## src/rtl/awgn_bm_ctrl_if.sv

```systemverilog
// Interface bundle for the Box-Muller sequencer.
// Groups the URNG pull port, the datapath operand/result port, the output sample stream
// and the status outputs.
//   master : controller view (drives urng_req, dp_*, out_valid/out_data, busy, sample_count)
//   slave  : environment view (drives en, urng_valid/urng_data, dp_g0/dp_g1, out_ready)
interface awgn_bm_ctrl_if #(
  parameter int U0_W = 32,
  parameter int U1_W = 16,
  parameter int G_W  = 16
);
  logic            en;
  logic            urng_req;
  logic            urng_valid;
  logic [31:0]     urng_data;
  logic [U0_W-1:0] dp_u0;
  logic [U1_W-1:0] dp_u1;
  logic            dp_start;
  logic [G_W-1:0]  dp_g0;
  logic [G_W-1:0]  dp_g1;
  logic            out_valid;
  logic            out_ready;
  logic [G_W-1:0]  out_data;
  logic            busy;
  logic [31:0]     sample_count;

  modport master (
    input  en, urng_valid, urng_data, dp_g0, dp_g1, out_ready,
    output urng_req, dp_u0, dp_u1, dp_start, out_valid, out_data, busy, sample_count
  );

  modport slave (
    output en, urng_valid, urng_data, dp_g0, dp_g1, out_ready,
    input  urng_req, dp_u0, dp_u1, dp_start, out_valid, out_data, busy, sample_count
  );
endinterface

```

## src/rtl/awgn_bm_ctrl.sv

```systemverilog
// Box-Muller sequencer: pulls two URNG words (u0, u1), issues them to the log/sqrt/sincos
// datapath, waits out its fixed latency, captures g0/g1 and streams them g0 first.
// One pair in flight at a time.
// Ports:
//   clk    - clock, rising edge
//   rst_n  - synchronous reset, active-low
//   bus    - awgn_bm_ctrl_if.master: en, URNG req/valid/data, dp_u0/dp_u1/dp_start,
//            dp_g0/dp_g1, out_valid/out_ready/out_data, busy, sample_count
// Build option: define SAMPLE_COUNT_EN to include the 32-bit transferred-sample counter;
// without it sample_count is tied to zero.
//
// state  | meaning
// IDLE   | parked, waiting for en
// FETCH0 | requesting URNG word for u0
// FETCH1 | requesting URNG word for u1
// ISSUE  | dp_start high, latency counter loaded
// WAIT   | counting down datapath latency, capture g0/g1 on the last cycle
// EMIT0  | presenting g0
// EMIT1  | presenting g1, then refetch or park depending on en
module awgn_bm_ctrl #(
  parameter int U0_W   = 32,
  parameter int U1_W   = 16,
  parameter int G_W    = 16,
  parameter int DP_LAT = 4
) (
  input  logic           clk,
  input  logic           rst_n,
  awgn_bm_ctrl_if.master bus
);

  localparam int CNT_W = $clog2(DP_LAT + 1);

  typedef enum logic [2:0] {
    IDLE, FETCH0, FETCH1, ISSUE, WAIT, EMIT0, EMIT1
  } state_t;

  state_t          state;
  logic [CNT_W-1:0] lat_cnt;
  logic [G_W-1:0]  g1_q;
  logic [U0_W-1:0] dp_u0_q;
  logic [U1_W-1:0] dp_u1_q;
  logic [G_W-1:0]  out_data_q;
  logic            urng_req_q;
  logic            dp_start_q;
  logic            out_valid_q;
  logic            busy_q;

  // Outputs are registered alongside the state transition, so each one already
  // reflects the state being entered.
  always_ff @(posedge clk) begin
    if (!rst_n) begin
      state       <= IDLE;
      lat_cnt     <= '0;
      g1_q        <= '0;
      dp_u0_q     <= '0;
      dp_u1_q     <= '0;
      out_data_q  <= '0;
      urng_req_q  <= 1'b0;
      dp_start_q  <= 1'b0;
      out_valid_q <= 1'b0;
      busy_q      <= 1'b0;
    end else begin
      dp_start_q <= 1'b0;
      unique case (state)
        IDLE: begin
          if (bus.en) begin
            urng_req_q <= 1'b1;
            busy_q     <= 1'b1;
            state      <= FETCH0;
          end
        end
        FETCH0: begin
          if (bus.urng_valid) begin
            dp_u0_q <= bus.urng_data[U0_W-1:0];
            state   <= FETCH1;
          end
        end
        FETCH1: begin
          if (bus.urng_valid) begin
            dp_u1_q    <= bus.urng_data[U1_W-1:0];
            urng_req_q <= 1'b0;
            dp_start_q <= 1'b1;
            state      <= ISSUE;
          end
        end
        ISSUE: begin
          lat_cnt <= CNT_W'(DP_LAT);
          state   <= WAIT;
        end
        WAIT: begin
          // Last WAIT cycle is ISSUE + DP_LAT, when the datapath result is valid.
          if (lat_cnt == CNT_W'(1)) begin
            out_data_q  <= bus.dp_g0;
            g1_q        <= bus.dp_g1;
            out_valid_q <= 1'b1;
            lat_cnt     <= '0;
            state       <= EMIT0;
          end else begin
            lat_cnt <= lat_cnt - CNT_W'(1);
          end
        end
        EMIT0: begin
          if (bus.out_ready) begin
            out_data_q <= g1_q;
            state      <= EMIT1;
          end
        end
        EMIT1: begin
          if (bus.out_ready) begin
            out_valid_q <= 1'b0;
            if (bus.en) begin
              urng_req_q <= 1'b1;
              state      <= FETCH0;
            end else begin
              busy_q <= 1'b0;
              state  <= IDLE;
            end
          end
        end
        default: state <= IDLE;
      endcase
    end
  end

  assign bus.urng_req  = urng_req_q;
  assign bus.dp_u0     = dp_u0_q;
  assign bus.dp_u1     = dp_u1_q;
  assign bus.dp_start  = dp_start_q;
  assign bus.out_valid = out_valid_q;
  assign bus.out_data  = out_data_q;
  assign bus.busy      = busy_q;

`ifdef SAMPLE_COUNT_EN
  logic [31:0] sample_cnt;

  always_ff @(posedge clk) begin
    if (!rst_n) begin
      sample_cnt <= '0;
    end else if (out_valid_q && bus.out_ready) begin
      sample_cnt <= sample_cnt + 32'd1;
    end
  end

  assign bus.sample_count = sample_cnt;
`else
  assign bus.sample_count = 32'd0;
`endif

endmodule

```

## src/flat_wrapper.sv

```systemverilog
// flat-port wrapper written by rule: the top's interface ports become plain ports
module awgn_bm_ctrl_flat 
#(
  parameter int U0_W   = 32,
  parameter int U1_W   = 16,
  parameter int G_W    = 16,
  parameter int DP_LAT = 4
)
  (clk, rst_n, bus_en, bus_urng_valid, bus_urng_data, bus_dp_g0, bus_dp_g1, bus_out_ready, bus_urng_req, bus_dp_u0, bus_dp_u1, bus_dp_start, bus_out_valid, bus_out_data, bus_busy, bus_sample_count);
  awgn_bm_ctrl_if #(.U0_W(U0_W), .U1_W(U1_W), .G_W(G_W)) bus_i ();
  input  logic clk;
  input  logic rst_n;
  input wire logic [$bits(bus_i.en)-1:0] bus_en;
  input wire logic [$bits(bus_i.urng_valid)-1:0] bus_urng_valid;
  input wire logic [$bits(bus_i.urng_data)-1:0] bus_urng_data;
  input wire logic [$bits(bus_i.dp_g0)-1:0] bus_dp_g0;
  input wire logic [$bits(bus_i.dp_g1)-1:0] bus_dp_g1;
  input wire logic [$bits(bus_i.out_ready)-1:0] bus_out_ready;
  output wire logic [$bits(bus_i.urng_req)-1:0] bus_urng_req;
  output wire logic [$bits(bus_i.dp_u0)-1:0] bus_dp_u0;
  output wire logic [$bits(bus_i.dp_u1)-1:0] bus_dp_u1;
  output wire logic [$bits(bus_i.dp_start)-1:0] bus_dp_start;
  output wire logic [$bits(bus_i.out_valid)-1:0] bus_out_valid;
  output wire logic [$bits(bus_i.out_data)-1:0] bus_out_data;
  output wire logic [$bits(bus_i.busy)-1:0] bus_busy;
  output wire logic [$bits(bus_i.sample_count)-1:0] bus_sample_count;
  assign bus_i.en = bus_en;
  assign bus_i.urng_valid = bus_urng_valid;
  assign bus_i.urng_data = bus_urng_data;
  assign bus_i.dp_g0 = bus_dp_g0;
  assign bus_i.dp_g1 = bus_dp_g1;
  assign bus_i.out_ready = bus_out_ready;
  assign bus_urng_req = bus_i.urng_req;
  assign bus_dp_u0 = bus_i.dp_u0;
  assign bus_dp_u1 = bus_i.dp_u1;
  assign bus_dp_start = bus_i.dp_start;
  assign bus_out_valid = bus_i.out_valid;
  assign bus_out_data = bus_i.out_data;
  assign bus_busy = bus_i.busy;
  assign bus_sample_count = bus_i.sample_count;
  awgn_bm_ctrl #(.U0_W(U0_W), .U1_W(U1_W), .G_W(G_W), .DP_LAT(DP_LAT)) u_core (.clk(clk), .rst_n(rst_n), .bus(bus_i));
endmodule
```

## config.mk

```make
export PLATFORM = sky130hd
export DESIGN_NAME = awgn_bm_ctrl_flat
export DESIGN_NICKNAME = d
export VERILOG_FILES = /design/src/rtl/awgn_bm_ctrl_if.sv /design/src/rtl/awgn_bm_ctrl.sv /design/src/flat_wrapper.sv
export SDC_FILE = /design/constraint.sdc
export NUM_CORES = 1
export LEC_CHECK = 0
export BUFFER_PORTS_ARGS = -buffer_cell sky130_fd_sc_hd__buf_4
export CAP_MARGIN = 20
export CORE_UTILIZATION = 51
export CTS_CLUSTER_SIZE = 16
export DETAILED_ROUTE_END_ITERATION = 16
export HOLD_SLACK_MARGIN = 0.03
export PLACE_DENSITY_LB_ADDON = 0.1
export RECOVER_POWER = 25
export REMOVE_ABC_BUFFERS = 1
export SETUP_SLACK_MARGIN = 0.15
export SLEW_MARGIN = 30
export SYNTH_ARGS = -nofsm -noshare
export SYNTH_HDL_FRONTEND = slang
export SYNTH_SLANG_ARGS = --single-unit
```

## constraint.sdc

```tcl
create_clock -name clk -period 5.1 [get_ports clk]
set_clock_uncertainty 0.2 [all_clocks]
set_input_delay 0.255 -clock clk [delete_from_list [all_inputs] [get_ports clk]]
set_output_delay 0.255 -clock clk [all_outputs]
set_load 0.01 [all_outputs]
```

==> impl_summary.md, run 1 <==
Yosys
After synthesis, the mean cell area works out to 8.26 um^2. In this run, distinct cell masters in the synthesized netlist total 33. The largest family of logic cells by synthesized area is simple AND/OR/NAND/NOR gates.

Summing the areas of all and, or, nand and nor instances in the mapped netlist gives 20.1% of the synthesized area. The adder-cell area share of the yosys netlist is 0.659%. The primary flip-flop cell chosen by synthesis mapping is sky130_fd_sc_hd__dfxtp_1. In the synthesized netlist, the number of instances is 460. The count of yosys warnings during synthesis is 0. Sequential cells were found to cover 47.4% of the synthesized design area. The cell area after technology mapping is 0.00380 mm^2. The post-synthesis sequential element count is 90. The xor and xnor fraction of the mapped netlist area is 0%.

The fraction of synthesized area in multiplexers is 4.48%. Of all flip-flops after synthesis, the portion carrying an async set or reset was 0%. The fraction of the mapped netlist area in compound gates is 16.5%. The number of synthesized flops with an enable pin is 0.

Global routing
The global-route wire length before repair is 15300 um. In the global route stage, met1 resource usage came out at 30.6%. The met3 track demand over resource in global routing is 6.72%. The via count of the first global-routing pass came to 3383.

Global routing used 25.1% of the available tracks. The pin count of the biggest net entering global routing is 69. The global routing stage identified its most utilized layer as met2. The met2 global-route usage is 42.0%. Summed over all layers, the global routing overflow is 0. The initial antenna violation count was 0.

Setup path
The family of cells with the greatest summed delay on the critical path is compound AO/OA/AOI/OAI gates. STA puts the critical path data arrival time at 2.31 ns. The total stage count of the critical path is 5.

The number of buffers and inverters on the critical path is 1. In this run the worst path has a maximum fanout of 18. In this design, the stage delay of the slowest critical-path cell is 0.51 ns. The slowest stage cell on the critical path is sky130_fd_sc_hd__dfxtp_1. Setup slack on the worst reg-to-reg path comes out at 2.86 ns. The critical path goes through or3b_4, a21oi_4, buf_6, nor2_1, a211oi_2. The worst setup path is launched from a flop. The endpoint required time on the critical path is 5.17 ns. The critical path is of the reg2reg type. Counting cells, the worst reg-to-reg path comes to 5. The worst setup path is captured at a flop.

Final layout
With fillers left out, the area of the finished cells amounts to 0.00529 mm^2. Relative to the synthesized area, the layout overhead comes to 39.2%. The most common library cell in the layout ignoring fill and taps is sky130_fd_sc_hd__nand2_1. The number of antenna cells inserted is 0. Cells with a size suffix above 1 make up 21.9% of the layout. The layout net count is 700. Counting the fill cells in the layout gives 571. In the layout the commonest cells are sky130_fd_sc_hd__nand2_1, sky130_fd_sc_hd__buf_4, sky130_fd_sc_hd__dfxtp_1.

Placement
The post-place instance area is 0.00470 mm^2. The number of buffers inserted by port buffering is 136. The congestion estimate from routability-driven global placement came to 0.804.

The detailed placement HPWL is 5890 um. At the placement stage, the worst setup path has a slack of 2.69 ns.

Detailed routing
The routed wire length is 9810 um. The first-pass iteration count of the detailed router is 6. The detailed router placed 3587 vias in this run. Dividing the detail-routed wire length by the instance count gives 13.4 um.

The starting DRC count in detailed routing is 142. The detail route stage leaves a number of antenna-violating nets equal to 0. The detailed-route DRC error count is 0. The ratio of routed vias to standard cells is 4.89.

Clock network
The number of clock sinks is 90. In this run the deepest clock path goes through 2 buffers. The later pin in the worst-skew pair is clocked with a latency of 0.35 ns. Buffers inserted during clock tree synthesis total 9. The tree is rooted in a sky130_fd_sc_hd__clkbuf_8.

The number of setup buffers added after CTS is 0. Clock-pin slew was measured on the worst setup and hold paths at 0.09 ns. TritonCTS built the clock tree. The H-tree generated during clock tree synthesis spans 3 levels.

Floorplan
The total number of placement rows is 31. During I/O placement, the number of pins put on the boundary was 169. The effective utilization at floorplan is 52.7%.

The die boundary width is 88.3 um. The die covers 0.00780 mm^2. The die extent in y is 88.3 um. The total area inside the core boundary comes to 0.00721 mm^2.

Power and ir drop
The peak ir drop on the vdd network is 0.179 mV. Summing internal, switching and leakage power gives 1.81 mW. Power spread over the standard cell area amounts to 342 mW/mm^2. The leakage power is 2.08 nW.

Timing
The number of setup violations in the final report is 0. The fmax is 447 MHz. After layout, the minimum clock period comes to 2.24 ns. The number of max-slew violations in the final report is 0. Setup repair after global routing left no endpoint under its margin. The worst path setup slack after routing is 2.86 ns.

Dividing the final minimum period by the clock period gives 43.9%. The headroom to the max-slew limit is 47.2%. The sum of negative setup slack is 0 ns.

At the pin with the least slew margin, the transition time is 0.791 ns. The final hold violation count came to 0.

Outcome
The flow ran to the end, and the final reports show no timing, DRC or antenna violations.

Run
Across the run, the number of max-cap violations was 0.

Worst hold path
The instance count along the most critical hold path is 3. The min-delay analysis places its worst path in the category in2reg.
-- power breakdown --
group / leakage [nW] / internal [mW] / switching, mW
registers: 0.728 / 0.758 / 0.0541
clock network: 0.116 / 0.306 / 0.254
logic: 1.23 / 0.198 / 0.239
total: 2.08 / 1.26 / 0.548
-- sequential cells by signal, indices dropped and copies added (netlist names) --
| signal | cells |
|---|---|
| u_core.bus.dp_u1 | 16 |
| u_core.lat_cnt | 3 |
| u_core.bus.out_data | 16 |
| u_core.bus.dp_start | 1 |
| u_core.bus.out_valid | 1 |
| u_core.state | 3 |
| u_core.bus.urng_req | 1 |
| u_core.bus.dp_u0 | 32 |
| u_core.bus.busy | 1 |
| u_core.g1_q | 16 |
-- logic make-up (layout without fill, tap and decap cells) --
kind of cell | after synthesis | count (layout)
AO/OA/AOI/OAI | 99 | 99
adder cells (fa/ha/maj) | 2 | 2
multiplexers | 17 | 17
buffers and inverters | 66 | 209
flip-flops | 90 | 90
AND/OR/NAND/NOR | 185 | 185
other | 1 | 32
-- routing by layer --
metal / vias to the layer above / share of wire, %
met5: - / 0
met4: 0 / 2.2
met3: 19 / 6.5
met2: 137 / 51
met1: 1643 / 41
li1: 1788 / -
-- final cells by class --
cell class | instances | area [um^2] | area share [%]
clock buffers | 11 | 151 | 2.86
inverters | 3 | 11.3 | 0.213
flip-flops and latches | 90 | 1800 | 34.1
clock inverters | 5 | 85.1 | 1.61
well taps | 99 | 124 | 2.34
multi-input cells | 335 | 1710 | 32.3
repair buffers | 190 | 1410 | 26.6
-- final timing paths --
kind,start,to
worst max-delay path,u_core.state[0],u_core.bus.out_data[0]
worst min-delay path,bus_dp_g0[14],u_core.bus.out_data[14]
worst max register to register,u_core.state[0],u_core.bus.out_data[0]
worst min register to register,u_core.bus.dp_u0[11],u_core.bus.dp_u0[11]
-- per-stage QoR --
stage / cells / hold WS [ns] / util, %
2_1_floorplan: 428 / 0.191 / -
3_3_place_gp: 667 / 0.242 / 65.1
3_5_place_dp: 667 / 0.247 / 65.1
4_1_cts: 732 / 0.0644 / 75.2
5_1_grt: 733 / 0.0785 / 73.3
6_report: 733 / 0.0704 / 73.3
-- worst min-delay path, stage by stage --
cell                       delay, ns
sky130_fd_sc_hd__buf_4          0.11
sky130_fd_sc_hd__mux2i_1        0.12
sky130_fd_sc_hd__a211oi_1       0.09
-- Yosys cell counts (2+ instances only) --
library cell	count	share of area, %
sky130_fd_sc_hd__nor3_1	2	0.26
sky130_fd_sc_hd__nand2b_1	6	0.99
sky130_fd_sc_hd__nor2_1	25	2.5
sky130_fd_sc_hd__o21ai_0	6	0.79
sky130_fd_sc_hd__a211oi_1	3	0.59
sky130_fd_sc_hd__buf_6	3	0.89
sky130_fd_sc_hd__nand3_1	2	0.26
sky130_fd_sc_hd__a21oi_1	73	9.6
sky130_fd_sc_hd__mux2i_1	17	4.5
sky130_fd_sc_hd__and3_1	2	0.33
sky130_fd_sc_hd__ha_1	2	0.66
sky130_fd_sc_hd__buf_2	10	1.3
sky130_fd_sc_hd__dfxtp_1	90	47
sky130_fd_sc_hd__inv_1	2	0.20
sky130_fd_sc_hd__clkbuf_1	17	1.7
sky130_fd_sc_hd__nor2b_1	3	0.49
sky130_fd_sc_hd__a211oi_2	14	4.6
sky130_fd_sc_hd__buf_4	33	6.5
sky130_fd_sc_hd__nand2_1	136	13
-- repair_timing --
action / CTS / global route
endpoints found under the hold margin: 67 / 0
hold buffers: 49 / 0
resized for setup: 0 / 0
Power figures use the tool's default switching activity.
==> run 2: changes to the inputs <==
CORE_UTILIZATION = 42   (was 51)
clock period = 1.98 ns   (was 5.1 ns; I/O delays follow)
==> run 2 against run 1 <==
- utilization shrank 6.9 points
- total power grew to 2.6 times the previous value
- non-clock buffer count grew 42
- cell area grew 9.5%
- critical path depth grew 3
- clock power grew 130%
- register-to-register slack lost 2.7 ns
- global-route usage shrank 2.9 points
- largest cell class is now buffers
- sequential share of layout area shrank 2.8 points
==> impl_summary.md, run 2 (same netlist as run 1, synthesis figures left out) <==
Outcome
The run finished with clean final reports.

Power and ir drop
The overall power consumption is 4.61 mW (+160%). The leakage power was 2.30 nW (+11%). The power density over cell area was 796 mW/mm^2 (+130%). The peak ir drop on the vdd network came to 0.410 mV (+130%).

Detailed routing
The via count was 3714 (+3.5%). The starting DRC count in detailed routing is 137 (-3.5%). The detailed-route DRC error count is 0 (unchanged). The post-detailed-route count of antenna-violating nets is 0 (unchanged). The average wire length per cell after detail routing is 13.2 um (-1.6%). The ratio of routed vias to standard cells is 4.74 (-3.2%). The first-pass iteration count of the detailed router is 4 (-2). The routed wire length is 10300 um (+5.3%).

Clock network
The cell sitting at the root of the clock tree is a sky130_fd_sc_hd__clkbuf_8. The number of clock sinks is 90 (unchanged). The number of buffers created by CTS is 9 (unchanged). The clock latency on the worst-skew pair is 0.35 ns (about the same).

The number of levels in the clock H-tree came to 3 (unchanged). The TritonCTS clock tree is yes. The clock transition at the registers of the reported paths is 0.09 ns (about the same). The deepest clock path buffer count was 2 (unchanged).

Final layout
The final standard cell area without fillers is 0.00579 mm^2 (+9.5%). The filler cell count in the final layout is 740 (+30%). The number of flip-flops under the largest register name is 32 (unchanged).

Leaving out fill and tap cells, the most frequent cell in the layout is sky130_fd_sc_hd__nand2_1. Leaving out fill and tap cells, the most frequent cells in the layout are sky130_fd_sc_hd__nand2_1, sky130_fd_sc_hd__buf_4, sky130_fd_sc_hd__dfxtp_1. Relative to the synthesized area, the layout overhead comes to 52.5%. The number of antenna cells inserted is 0 (unchanged). The fraction of final layout cells with drive strength greater than 1 is 25.3% (+3.4 points).

The layout net count came to 742 (+6.0%).

Placement
The global placement routability congestion is 0.756 (-6.1%). The worst slack after detailed placement is 0.0892 ns (-2.60 ns). The detailed placement HPWL is 6220 um (+5.6%). The post-place instance area was 0.00484 mm^2 (+3.0%). The number of buffers inserted by port buffering was 136 (unchanged).

Timing
The headroom to the max-slew limit came to 66.3% (+19 points). The number of setup violations in the final report was 0 (unchanged). The worst path setup slack after routing is 0.117 ns (-2.75 ns). Setup repair after global routing could not meet its margin everywhere.

The number of max-slew violations in the final report was 0 (unchanged). The portion of the clock cycle consumed by the worst path in the final layout came to 94.1% (+50 points). The final hold violation count came to 0 (unchanged).

The post-route minimum period is 1.86 ns (-0.375 ns). The fmax is 537 MHz (+20%). The sum of negative setup slack is 0 ns (unchanged).

The actual slew at the worst max-slew pin came to 0.505 ns (-0.286 ns).

Setup path
The critical-path maximum fanout is 8 (-10). Traced cell by cell, the critical path runs through inv_2, ha_4, or3b_4, a21oi_4, buf_12, buf_12, buf_16, a211oi_1. The category of the critical setup timing path is reg2reg.

The endpoint required time on the critical path is 2.00 ns (-3.17 ns). The data arrival time of the critical path came to 1.88 ns (-0.43 ns). The cell type with the highest occurrence count on the critical path is sky130_fd_sc_hd__buf_12.

The startpoint type of the worst setup path is a flop. The maximum single-stage delay on the critical path is 0.39 ns (-0.12 ns). The number of cells traversed by the worst register-to-register path is 8 (+3). The worst setup path is captured at a flop. The slowest stage cell on the critical path is sky130_fd_sc_hd__or3b_4.

Floorplan
The effective utilization at floorplan came to 43.6% (-9.1 points). The area of the die is 0.00943 mm^2 (+21%). The total number of placement rows is 34 (+9.7%).

The number of top-level design ports is 169 (unchanged). The die boundary width is 97.1 um (+10%). The placeable core region came to 0.00872 mm^2 (+21%).

The die extent in y is 97.1 um (+10%).

Global routing
The fraction of met1 tracks used by global routing came to 26.8% (-3.8 points). The met2 global-route usage is 38.7% (-3.3 points). The global routing stage identified its most utilized layer as met2. The global-route wire length before repair is 17100 um (+12%). The overall global routing resource usage is 22.2% (-2.9 points). The remaining global-route overflow is 0 (unchanged). The pin count of the biggest net entering global routing is 48 (-30%). The met3 track demand over resource in global routing is 4.39% (-2.3 points). The initial antenna violation count is 0 (unchanged). The via count of the first global-routing pass is 3701 (+9.4%).

Run
The count of max-cap constraint violations is 0 (unchanged).

Worst hold path
The instance count along the most critical hold path is 2 (-1). The worst min-delay path category is reg2reg.
[run 2: changes by cell type in the layout (fill, tap and decap cells not counted), sizes merged]
cell / previous run / this run
buf: 102 / 124
bufinv: 2 / 1
dlygate4sd3: 49 / 69
clkinvlp: 1 / 2
[run 2: where the power goes]
group,internal (mW),switching [mW]
sequential,1.95,0.102
clock,0.625,0.648
combinational,0.604,0.679
total,3.18,1.43
[run 2: area by class of cell]
class | count | area [um^2] | area share, %
timing repair buffer | 232 | 1890 | 32.7
sequential | 90 | 1810 | 31.2
multi-input combinational | 335 | 1740 | 30.0
clock buffer | 11 | 141 | 2.44
tap | 108 | 135 | 2.33
clock inverter | 5 | 62.6 | 1.08
inverter | 3 | 11.3 | 0.194
[run 2: routing by layer]
metal | vias to the layer above | routed length [um] | share of wire [%]
met4 | 0 | 206 | 2.0
met2 | 121 | 5210 | 50
met3 | 16 | 563 | 5.4
met5 | - | 0 | 0
li1 | 1873 | - | -
met1 | 1704 | 4350 | 42
[run 2: path summary, 6_finish.rpt]
kind,slack [ns],end,start
max,0.12,u_core.bus.out_data[15],u_core.lat_cnt[1]
min,0.26,u_core.bus.dp_u0[6],u_core.bus.dp_u0[6]
max reg2reg,0.12,u_core.bus.out_data[15],u_core.lat_cnt[1]
min reg2reg,0.26,u_core.bus.dp_u0[6],u_core.bus.dp_u0[6]
[run 2: worst max-delay path: cells and delay by family, from the launching register on]
family	cells	cell delay (ns)
buf+inv	4	0.44
simple gates	1	0.39
flops	1	0.33
compound gates	2	0.25
fa+ha+maj	1	0.12
[run 2: repair_timing]
| action | in CTS | in global routing |
|---|---|---|
| cloned | 3 | 0 |
| endpoints found under the hold margin | 87 | 0 |
| resized for setup | 15 | 2 |
| setup endpoints to repair | 16 | 34 |
| setup buffers | 6 | 2 |
| pin swaps | 4 | 9 |
| hold buffers | 69 | 0 |
[run 2: through the flow]
| step | util (%) | hold slack (ns) | instances |
|---|---|---|---|
| floorplan | - | 0.0350 | 428 |
| global placement | 55.5 | 0.145 | 688 |
| detailed placement | 55.5 | 0.156 | 688 |
| CTS | 67.9 | 0.258 | 782 |
| global route | 66.4 | 0.271 | 784 |
| finish | 66.4 | 0.256 | 784 |
